File: src/rtl/fc_act_unit.sv
// fc_act_unit
// Elastic two-stage activation stage between the FC core result stream and
// the FC data loader write-back path. Each 16-bit signed fixed-point element
// is registered in S1 and then activated into S2; S2 drives the output port.
// The stage tags the final element of a layer and pulses done after it leaves.
//
// Ports:
//   clk, rst_n                         clock, async active-low reset
//   cfg_load, cfg_act_type, cfg_count  start/abort a layer, latch its config
//   din_valid, din_ready, din_data     upstream element stream
//   dout_valid, dout_ready, dout_data  downstream result stream
//   dout_last                          final element of the layer
//   done                               one-cycle pulse after the last result leaves
module fc_act_unit #(
  parameter int DATA_W    = 16,
  parameter int FRAC_BITS = 8,
  parameter int CNT_W     = 12
) (
  input  logic              clk,
  input  logic              rst_n,
  input  logic              cfg_load,
  input  logic [4:0]        cfg_act_type,
  input  logic [CNT_W-1:0]  cfg_count,
  input  logic              din_valid,
  output logic              din_ready,
  input  logic [DATA_W-1:0] din_data,
  output logic              dout_valid,
  input  logic              dout_ready,
  output logic [DATA_W-1:0] dout_data,
  output logic              dout_last,
  output logic              done
);

  localparam logic [0:0] ST_IDLE = 1'b0;
  localparam logic [0:0] ST_RUN  = 1'b1;

  localparam logic [4:0] ACT_RELU  = 5'd1;
  localparam logic [4:0] ACT_LEAKY = 5'd2;
  localparam logic [4:0] ACT_HSIG  = 5'd3;
  localparam logic [4:0] ACT_HTANH = 5'd4;

  // Fixed-point 1.0 and 0.5, one bit wider than the data so sums cannot wrap.
  localparam int                    ONE_I  = 32'sd1 << FRAC_BITS;
  localparam logic signed [DATA_W:0] ONE_X  = ONE_I[DATA_W:0];
  localparam logic signed [DATA_W:0] HALF_X = ONE_X >>> 1;

  localparam logic [CNT_W-1:0] CNT_ONE = {{(CNT_W-1){1'b0}}, 1'b1};

  // Activation of one element; evaluated on a sign-extended copy so that the
  // hard-sigmoid offset and all clamps are computed without overflow.
  function automatic logic [DATA_W-1:0] act_fn(input logic [DATA_W-1:0] x,
                                               input logic [4:0]        code);
    logic signed [DATA_W:0] xs;
    logic signed [DATA_W:0] t;
    logic signed [DATA_W:0] res;
    xs  = {x[DATA_W-1], x};
    t   = (xs >>> 2) + HALF_X;
    res = xs;
    case (code)
      ACT_RELU:  res = xs[DATA_W] ? '0 : xs;
      ACT_LEAKY: res = xs[DATA_W] ? (xs >>> 3) : xs;
      ACT_HSIG: begin
        if (t[DATA_W])      res = '0;
        else if (t > ONE_X) res = ONE_X;
        else                res = t;
      end
      ACT_HTANH: begin
        if (xs < -ONE_X)     res = -ONE_X;
        else if (xs > ONE_X) res = ONE_X;
        else                 res = xs;
      end
      default:   res = xs;
    endcase
    return res[DATA_W-1:0];
  endfunction

  logic [0:0]        state_q,    state_d;
  logic [4:0]        act_q,      act_d;
  logic [CNT_W-1:0]  count_q,    count_d;
  logic [CNT_W-1:0]  in_cnt_q,   in_cnt_d;
  logic              s1_valid_q, s1_valid_d;
  logic [DATA_W-1:0] s1_data_q,  s1_data_d;
  logic [CNT_W-1:0]  s1_idx_q,   s1_idx_d;
  logic              s2_valid_q, s2_valid_d;
  logic [DATA_W-1:0] s2_data_q,  s2_data_d;
  logic              s2_last_q,  s2_last_d;
  logic              done_q,     done_d;

  logic s2_free;
  logic s1_free;
  logic in_hs;
  logic out_hs;

  // Handshake and stage-advance qualifiers; din_ready depends on dout_ready.
  always_comb begin
    s2_free   = !s2_valid_q || dout_ready;
    s1_free   = !s1_valid_q || s2_free;
    din_ready = (state_q == ST_RUN) && (in_cnt_q < count_q) && !cfg_load && s1_free;
    in_hs     = din_valid && din_ready;
    out_hs    = s2_valid_q && dout_ready;
  end

  // Next-state: config latch/abort, layer control and pipeline movement.
  always_comb begin
    state_d    = state_q;
    act_d      = act_q;
    count_d    = count_q;
    in_cnt_d   = in_cnt_q;
    s1_valid_d = s1_valid_q;
    s1_data_d  = s1_data_q;
    s1_idx_d   = s1_idx_q;
    s2_valid_d = s2_valid_q;
    s2_data_d  = s2_data_q;
    s2_last_d  = s2_last_q;
    done_d     = 1'b0;
    if (cfg_load) begin
      // Abort whatever is in flight; the aborted layer never reports done.
      act_d      = cfg_act_type;
      count_d    = cfg_count;
      in_cnt_d   = '0;
      s1_valid_d = 1'b0;
      s2_valid_d = 1'b0;
      state_d    = (cfg_count != '0) ? ST_RUN : ST_IDLE;
    end else begin
      if (s2_free) begin
        s2_valid_d = s1_valid_q;
        if (s1_valid_q) begin
          s2_data_d = act_fn(s1_data_q, act_q);
          s2_last_d = (s1_idx_q == count_q - CNT_ONE);
        end else begin
          s2_data_d = s2_data_q;
          s2_last_d = s2_last_q;
        end
      end else begin
        s2_valid_d = s2_valid_q;
      end
      if (s1_free) begin
        s1_valid_d = in_hs;
        if (in_hs) begin
          s1_data_d = din_data;
          s1_idx_d  = in_cnt_q;
        end else begin
          s1_data_d = s1_data_q;
          s1_idx_d  = s1_idx_q;
        end
      end else begin
        s1_valid_d = s1_valid_q;
      end
      in_cnt_d = in_hs ? (in_cnt_q + CNT_ONE) : in_cnt_q;
      if (out_hs && s2_last_q) begin
        done_d  = 1'b1;
        state_d = ST_IDLE;
      end else begin
        done_d  = 1'b0;
      end
    end
  end

  // State and pipeline registers.
  always_ff @(posedge clk or negedge rst_n) begin
    if (!rst_n) begin
      state_q    <= ST_IDLE;
      act_q      <= 5'd0;
      count_q    <= '0;
      in_cnt_q   <= '0;
      s1_valid_q <= 1'b0;
      s1_data_q  <= '0;
      s1_idx_q   <= '0;
      s2_valid_q <= 1'b0;
      s2_data_q  <= '0;
      s2_last_q  <= 1'b0;
      done_q     <= 1'b0;
    end else begin
      state_q    <= state_d;
      act_q      <= act_d;
      count_q    <= count_d;
      in_cnt_q   <= in_cnt_d;
      s1_valid_q <= s1_valid_d;
      s1_data_q  <= s1_data_d;
      s1_idx_q   <= s1_idx_d;
      s2_valid_q <= s2_valid_d;
      s2_data_q  <= s2_data_d;
      s2_last_q  <= s2_last_d;
      done_q     <= done_d;
    end
  end

  assign dout_valid = s2_valid_q;
  assign dout_data  = s2_data_q;
  assign dout_last  = s2_valid_q && s2_last_q;
  assign done       = done_q;

endmodule

File: config.mk
export PLATFORM = sky130hd
export DESIGN_NAME = fc_act_unit
export DESIGN_NICKNAME = d
export VERILOG_FILES = /design/src/rtl/fc_act_unit.sv
export SDC_FILE = /design/constraint.sdc
export NUM_CORES = 1
export LEC_CHECK = 0
export CAP_MARGIN = 20
export CELL_PAD_IN_SITES_DETAIL_PLACEMENT = 0
export CELL_PAD_IN_SITES_GLOBAL_PLACEMENT = 1
export CORE_MARGIN = 4
export CORE_UTILIZATION = 47
export CTS_CLUSTER_DIAMETER = 30
export DETAILED_ROUTE_END_ITERATION = 8
export PLACE_DENSITY_LB_ADDON = 0.1
export SYNTH_ARGS = -nofsm -noshare
export SYNTH_HDL_FRONTEND = slang
export SYNTH_SLANG_ARGS = --single-unit
File: constraint.sdc
create_clock -name clk -period 4.55 [get_ports clk]
set_input_delay 1.365 -clock clk [delete_from_list [all_inputs] [get_ports clk]]
set_output_delay 1.365 -clock clk [all_outputs]
set_load 0.02 [all_outputs]
==> flow_summary.ini, run 1 <==
[grt]
grt_start_max_net_pins = 79
grt_pass1_vias = 3395
antenna_found_initial = 0
gr-usage-met2_pct = 29.2
grtUsageTotal_pct = 19.7
grt_pass1_wl_um = 17600
use_met3_pct = 4.22
grt_use_met1_pct = 29.7
grt.busiest_layer = met1
grt_overflow = 0

[timing]
finalCritPeriodShare_pct = 96.9
finalSetupTns_ns = 0
maxSlewViolCount = 0
setup_violations = 0
hold_viol = 0
skew_ns = 0.0123
period_needed_ns = 4.41
max_freq_mhz = 227
worst_pin_slew_ns = 0.735
rsz0062_at_grt = no
slew_headroom_pct = 51.0

[clock_network]
numCtsBuffers = 9
cts-root-buf = clkbuf_8
cts_resized = 0
clk_latency_ns = 0.34
cts_tree = done
cts_setup_buffers = 0
clk_pin_slew_ns = 0.08
cts_num_sinks = 78
cts.path.max_buffers = 2
cts-hold-fix-buffers = 0
h-tree-depth = 3

[route]
dr_total_vias = 3512
firstDrtPassIters = 4
avgViaCountPerCell = 5.83
drt-total-wl_um = 10300
drtIter0Drc = 174
wl_per_cell_um = 17.1
ant_nets = 0
drc = 0

[pwr]
power.leakage_nw = 2.21
p_seq_share_pct = 47.7
intPower_mw = 1.28
peakVddDrop_mv = 0.268
finalPower_mw = 1.87
p_clk_share_pct = 28.0
pwr-share-comb_pct = 24.3
switchingPower_uw = 583
power.density_nw_per_um2 = 356
switching_share_pct = 31.3

[cells_and_area]
diodes = 0
area_growth_pct = 19.7
final_util_pct = 58.9
fill_cells = 800
drive_gt1_share_pct = 13.8
fin_area_sq_um = 5230
nNetsFinal = 541

[worst_setup_path]
critPathRequiredTime_ns = 3.18
critPathCaptureType = output port
ff2ff_setup_slack_ns = 1.58
cp_slowest_cell = clkdlybuf4s50_1
critPathLaunchType = primary input
arrival_ns = 3.04
cp_max_fo = 3
crit_chain = clkdlybuf4s50_1 -> nor2b_1 -> a221oi_1 -> o21a_1 -> clkdlybuf4s50_1
cpPeakStageDelay_ns = 0.60
worst_path_most_repeated_cell = clkdlybuf4s50_1
crit_type = in2out

[floorplanning]
core_sq_um = 8890
dieArea_sq_um = 10900
rows = 34
top_level_ports = 58
initial_core_util_pct = 49.2
fp.dieH_um = 104
die_x_um = 104

[logic_synthesis]
yosysWarnings = 0
synth_edf_count = 0
synthCells = 435
synth-async-reset-ratio_pct = 100
synth_area_per_cell_sq_um = 10.1
synth-seq-cells = 78
yosysUniqueCellTypes = 65
syn-num-nets = 487
synth-seq-area-share_pct = 44.6
synth_top_flop_cell = dfrtp_1
netlist_area_sq_um = 4370

[run_status]
outcome = finished, final reports clean

[placed_design]
post_dp_cell_area_sq_um = 5010
routabilityCongestion = 0.796
hpwl_um = 7370
io_buffers = 57

[run]
cap_violations = 0

[worst_hold_path]
hp-class = reg2reg
path summary, 6_finish.rpt:
kind,depth (start not counted),endpoint,from
max,5,din_ready,dout_ready
min,2,dout_data[11],dout_data[11]
max reg2reg,8,s1_data_q[15],count_q[2]
min reg2reg,2,dout_data[11],dout_data[11]
max in group asynchronous,2,in_cnt_q[4],rst_n
min in group asynchronous,1,s1_data_q[2],rst_n
worst max-delay path: cells and delay by family:
kind                   cells  cell delay, ns
buffers and inverters      2            1.09
AOI/OAI and AO/OA          2            0.51
and+or+nand+nor            1            0.08
power by group through the flow:
stage	Clock (mW)	Combinational, mW	Sequential (mW)
finish	0.523	0.452	0.890
global route	0.566	0.497	0.909
CTS	0.533	0.454	0.890
detailed placement	0	0.451	0.903
global placement	0	0.445	0.901
floorplan	0	0.241	0.913
logic make-up (layout without fill, tap and decap cells):
group | Yosys count | after routing | synth area share (%)
flip-flops | 78 | 78 | 44.6
buffers and inverters | 35 | 94 | 3.58
XOR/XNOR | 15 | 15 | 3.00
multiplexers | 38 | 38 | 9.76
adder cells (fa/ha/maj) | 14 | 14 | 4.01
AO/OA/AOI/OAI | 105 | 105 | 16.8
AND/OR/NAND/NOR | 150 | 150 | 18.2
routing by layer:
metal | up-vias | part of all wire, %
met5 | - | 0
met4 | 0 | 0.68
met3 | 8 | 5.4
met2 | 95 | 44
met1 | 1703 | 50
li1 | 1706 | -
registers in the layout (all words and copies together), names as in the netlist, 5 cells and up:
register,flops
s1_data_q,16
s1_idx_q,12
dout_data,16
act_q,5
count_q,12
in_cnt_q,12
cells in the mapped netlist, drive strengths merged (5+ instances only):
master	count	area (sq um)
or4	6	48.8
dfrtp	78	1950
buf	9	58.8
clkbuf	11	41.3
o31ai	5	51.3
nand2b	6	37.5
nand3	8	40.0
xnor2	10	87.6
and4	5	43.8
xor2	5	43.8
nor3	8	40.0
inv	15	56.3
mux2	37	417
nor2	33	124
nand2	45	169
o21ai	34	170
a221oi	10	93.8
ha	14	175
a21oi	24	135
nor4	5	46.3
nand4	7	43.8
cells in the final DEF, fill, tap and decap left out, drive strengths merged, types with 5 or more instances in the layout:
cell            n
dfrtp          78
nand2b          6
a221oi         10
xnor2          10
nor3            8
nand4           7
mux2           37
nor4            5
o21ai          34
clkdlybuf4s50  56
o31ai           5
buf             7
and4            5
inv            15
nor2           33
a21oi          24
nand2          45
ha             14
nand3           8
or4             6
xor2            5
clkbuf         13
cell type report:
type / count / area, sq um / share of cell area [%]
Clock inverter: 3 / 43.8 / 0.837
Clock buffer: 13 / 149 / 2.84
Timing Repair Buffer: 63 / 633 / 12.1
Tap cell: 108 / 135 / 2.58
Multi-Input combinational cell: 322 / 2260 / 43.3
Inverter: 15 / 56.3 / 1.08
Sequential cell: 78 / 1950 / 37.3
metrics by stage:
step / hold slack, ns / std cells / setup slack (ns)
floorplan: 0.441 / 435 / 1.06
global placement: 0.493 / 585 / 0.168
detailed placement: 0.501 / 585 / 0.149
CTS: 0.522 / 601 / 0.139
global route: 0.529 / 602 / 0.0279
finish: 0.514 / 602 / 0.140
Power figures use the tool's default switching activity.
==> run 2, diff against run 1 <==
CORE_UTILIZATION = 45   (was 47)
REMOVE_ABC_BUFFERS = 1   (was not set)
==> run 2 against run 1 <==
  * Die area increased by 4.1%
  * First-iteration DRC count decreased by 21%
  * Count of clock-buffer cells in the layout decreased by 2
  * Via count unchanged
==> flow_summary.ini, run 2 (synthesis results as in run 1) <==
[grt]
grt_start_max_net_pins = 79
grt_pass1_vias = 3404
grtUsageTotal_pct = 18.9
antenna_found_initial = 0
grt_pass1_wl_um = 17200
grt_overflow = 0

[clock_network]
clk_latency_ns = 0.35
cts.path.max_buffers = 2
h-tree-depth = 3
clk_pin_slew_ns = 0.08
numCtsBuffers = 9
cts_tree = done
cts_num_sinks = 78
cts-root-buf = clkbuf_8

[worst_setup_path]
critPathCaptureType = output port
cpPeakStageDelay_ns = 0.59
critPathRequiredTime_ns = 3.18
path_buf_inv = 2
r2r-start = count_q[2]
startpoint = dout_ready
cp_max_fo = 3
critPathLaunchType = primary input
critPathTopFamily = buffers and inverters
crit_chain = clkdlybuf4s50_1 -> nor2b_1 -> a221oi_2 -> o21a_1 -> clkdlybuf4s50_1
ff2ff_path_depth = 8
arrival_ns = 2.96
crit_type = in2out
worst-path-stages = 5
worst_path_most_repeated_cell = clkdlybuf4s50_1
cp_slowest_cell = clkdlybuf4s50_1

[placed_design]
hpwl_um = 7550
routabilityCongestion = 0.871
io_buffers = 57
pre_cts_ws_ns = 0.141

[timing]
fin_ws_ns = 0.221
worst_pin_slew_ns = 0.789
finalCritPeriodShare_pct = 95.1
setup_violations = 0
finalSetupTns_ns = 0
maxSlewViolCount = 0
max_freq_mhz = 231
slew_headroom_pct = 47.2
rsz0062_at_grt = no
skew_ns = 0.00886
period_needed_ns = 4.33
hold_viol = 0

[cells_and_area]
final_common_cell = dfrtp_1
area_growth_pct = 20.6
drive_gt1_share_pct = 14.3
seqCellArea_sq_um = 1950
multi_input_area_sq_um = 2270
diodes = 0
most-common-layout-cells = dfrtp_1 (78), clkdlybuf4s50_1 (56), nand2_1 (45)
nNetsFinal = 542
fill_cells = 852

[route]
firstDrtPassIters = 4
ant_nets = 0
wl_per_cell_um = 16.6
avgViaCountPerCell = 5.63
drc = 0
drt-total-wl_um = 10300
drtIter0Drc = 137
dr_total_vias = 3512

[pwr]
switching_share_pct = 31.9
p_seq_share_pct = 47.8
power.leakage_nw = 2.22
intPower_mw = 1.27
switchingPower_uw = 592
power.density_nw_per_um2 = 353
pwr-share-comb_pct = 24.3
p_clk_share_pct = 27.9
peakVddDrop_mv = 0.135

[worst_hold_path]
whs_path_depth = 2
hold_path_startpoint = s2_last_q
hp-class = reg2reg

[floorplanning]
fp.dieH_um = 107
core_sq_um = 9370
top_level_ports = 58
dieArea_sq_um = 11400
initial_core_util_pct = 46.7
die_x_um = 107
rows = 35

[run_status]
outcome = finished, final reports clean

[run]
cap_violations = 0
-- run 2: worst register-to-register path, cell delays in order, from the launching register on --
cell and delay [ns]:
dfrtp_1 0.45, inv_1 0.08, ha_1 0.31, a211oi_1 0.26, o21ai_1 0.14, a221oi_2 0.41
o211a_1 0.57, buf_4 0.34, mux2_2 0.37
-- run 2: cell type report --
class                           count  area share [%]
Multi-Input combinational cell    322            43.1
Inverter                           15            1.07
Clock inverter                      5            1.14
Timing Repair Buffer               64            12.1
Clock buffer                       11            2.49
Sequential cell                    78            37.0
Tap cell                          129            3.06
-- run 2: per-layer routing --
metal  track usage (%)  wire (um)  up-vias
li1                  -          -     1699
met4              6.30        189        0
met5                 0          0        -
met3              2.95        386       15
met1              24.8       4490     1723
met2              32.0       5280       75
-- run 2: repair_timing --
item / 4_1_cts / 5_1_grt
hold buffers: 0 / 0
endpoints found under the setup margin: 0 / 1
setup buffers: 0 / 0
resized for setup: 0 / 1
-- run 2: final timing paths --
kind / end / slack (ns)
min in group asynchronous: dout_data[14] / 0.93
setup reg to reg: s1_data_q[15] / 1.53
hold reg to reg: s2_last_q / 0.50
max in group asynchronous: in_cnt_q[8] / 3.03
hold / removal: s2_last_q / 0.50
setup / recovery: din_ready / 0.22
-- run 2: through the flow --
step | util [%] | cell area (sq um) | hold slack [ns] | cells | power (mW)
floorplan | - | 4270 | 0.441 | 415 | 1.14
global placement | 53.9 | 5050 | 0.491 | 607 | 1.34
detailed placement | 53.9 | 5050 | 0.488 | 607 | 1.36
CTS | 55.9 | 5240 | 0.508 | 623 | 1.88
global route | 56.3 | 5270 | 0.538 | 624 | 1.96
finish | 56.3 | 5270 | 0.501 | 624 | 1.86
-- run 2: power by group through the flow --
stage | Combinational (mW) | Clock, mW | Sequential [mW]
floorplan | 0.208 | 0 | 0.928
global placement | 0.445 | 0 | 0.899
detailed placement | 0.453 | 0 | 0.902
CTS | 0.455 | 0.532 | 0.889
global route | 0.495 | 0.564 | 0.905
finish | 0.453 | 0.518 | 0.889
==> run 3, diff against run 2 <==
CORE_UTILIZATION = 43   (was 45)
clock period = 4 ns   (was 4.55 ns; I/O delays follow)
==> run 3 against run 2 <==
  * Design area shrank 0.38%
  * First-iteration DRC count decreased by 7.3%
  * Routed wire length rose by 0.47%
  * Count of clock-buffer cells in the layout grew 1
  * Register-to-register slack worse by 0.29 ns
  * Combinational power up 13%
  * Cell count up 0.64%
  * Via count shrank 0.46%
  * Clock skew is essentially flat
  * Die area increased by 4.3%
  * Sequential share of layout area grew 0.14 points
==> flow_summary.ini, run 3 (synthesis results as in run 1) <==
[placed_design]
pre_cts_ws_ns = -0.138
hpwl_um = 7690
routabilityCongestion = 0.821
io_buffers = 57
post_dp_cell_area_sq_um = 5060

[floorplanning]
die_x_um = 109
rows = 36
fp.dieH_um = 109
initial_core_util_pct = 44.5
core_sq_um = 9820
top_level_ports = 58
dieArea_sq_um = 11800

[worst_setup_path]
arrival_ns = 2.67
cp_slowest_cell = clkdlybuf4s50_1
critPathRequiredTime_ns = 2.80
crit_type = in2out
cp_max_fo = 3
crit_chain = clkdlybuf4s50_1 -> nor2b_1 -> a221oi_1 -> buf_4 -> o21a_1 -> dlygate4sd2_1
cpPeakStageDelay_ns = 0.50
startpoint = dout_ready
crit_path_end = din_ready
r2r_end = in_cnt_q[9]
ff2ff_setup_slack_ns = 1.24
ff2ff_path_depth = 8
critPathLaunchType = primary input
critPathCaptureType = output port
r2r-start = count_q[2]

[grt]
antenna_found_initial = 0
grt_pass1_wl_um = 17300
grt_overflow = 0
grt_start_max_net_pins = 79
grt_pass1_vias = 3460
grtUsageTotal_pct = 18.9

[clock_network]
cts_num_sinks = 78
cts.path.max_buffers = 2
numCtsBuffers = 9
cts-root-buf = clkbuf_8
clk_latency_ns = 0.36
cts_setup_buffers = 0
cts_tree = done
h-tree-depth = 3
clk_pin_slew_ns = 0.08

[run_status]
outcome = finished, final reports clean

[timing]
maxSlewViolCount = 0
worst_pin_slew_ns = 0.969
rsz0062_at_grt = no
hold_viol = 0
slew_headroom_pct = 35.4
setup_violations = 0
max_freq_mhz = 259
finalCritPeriodShare_pct = 96.7
fin_ws_ns = 0.132
skew_ns = 0.00888
period_needed_ns = 3.87

[worst_hold_path]
hp-class = reg2reg

[cells_and_area]
seqCellArea_sq_um = 1950
nNetsFinal = 542
diodes = 0
multi_input_area_sq_um = 2260
final_common_cell = dfrtp_1
fill_cells = 956
area_growth_pct = 20.1
drive_gt1_share_pct = 14.5
fin_area_sq_um = 5250
most-common-layout-cells = dfrtp_1 (78), clkdlybuf4s50_1 (55), nand2_1 (45)

[route]
ant_nets = 0
firstDrtPassIters = 4
dr_total_vias = 3496
wl_per_cell_um = 16.6
drtIter0Drc = 127
drt-total-wl_um = 10400
avgViaCountPerCell = 5.57
drc = 0

[run]
cap_violations = 0

[pwr]
power.leakage_nw = 2.21
peakVddDrop_mv = 0.181
finalPower_mw = 2.10
power.density_nw_per_um2 = 400
## run 3: stage by stage
step                instances  TNS (ns)  utilization, %  hold slack [ns]
finish                    628         0            53.5            0.508
global route              628         0            53.5            0.551
CTS                       628         0            53.5            0.524
detailed placement        612    -0.138            51.5            0.507
global placement          612   -0.0970            51.5            0.492
floorplan                 415         0               -            0.441
## run 3: area by class of cell
type | instances | share of cell area, %
Clock inverter | 4 | 0.548
Inverter | 15 | 1.07
Multi-Input combinational cell | 322 | 43.1
Clock buffer | 12 | 3.14
Timing Repair Buffer | 64 | 11.8
Sequential cell | 78 | 37.2
Tap cell | 133 | 3.17
## run 3: worst min path at each step
stage	from	to	slack (ns)	depth (start not counted)
final	s2_last_q	s2_last_q	0.51	2
after detailed placement	dout_data[11]	dout_data[11]	0.51	2
after floorplan	s2_last_q	s2_last_q	0.44	2
after CTS	dout_data[11]	dout_data[11]	0.52	2
after global routing	s1_idx_q[4]	s1_idx_q[4]	0.55	1
after global placement	dout_data[11]	dout_data[11]	0.49	2
## run 3: critical path: cells and delay by family
| kind | cells | cell delay (ns) |
|---|---|---|
| compound gates | 2 | 0.39 |
| buf+inv | 3 | 0.99 |
| simple gates | 1 | 0.09 |
## run 3: power by group
part	leakage [nW]	switching, mW	internal [mW]
Clock	0.0950	0.301	0.277
Sequential	0.975	0.121	0.889
Combinational	1.14	0.251	0.260
## run 3: what timing repair did
item / in CTS / in global routing
endpoints found under the setup margin: 1 / 0
gates resized for setup: 1 / 0
hold buffers: 0 / 0
## run 3: routing by layer
layer,GRT usage (%),routed length (um),part of all wire (%)
met1,23.6,4540,44
met2,32.4,5250,51
met3,3.91,407,3.9
met4,6.94,196,1.9
met5,0,0,0
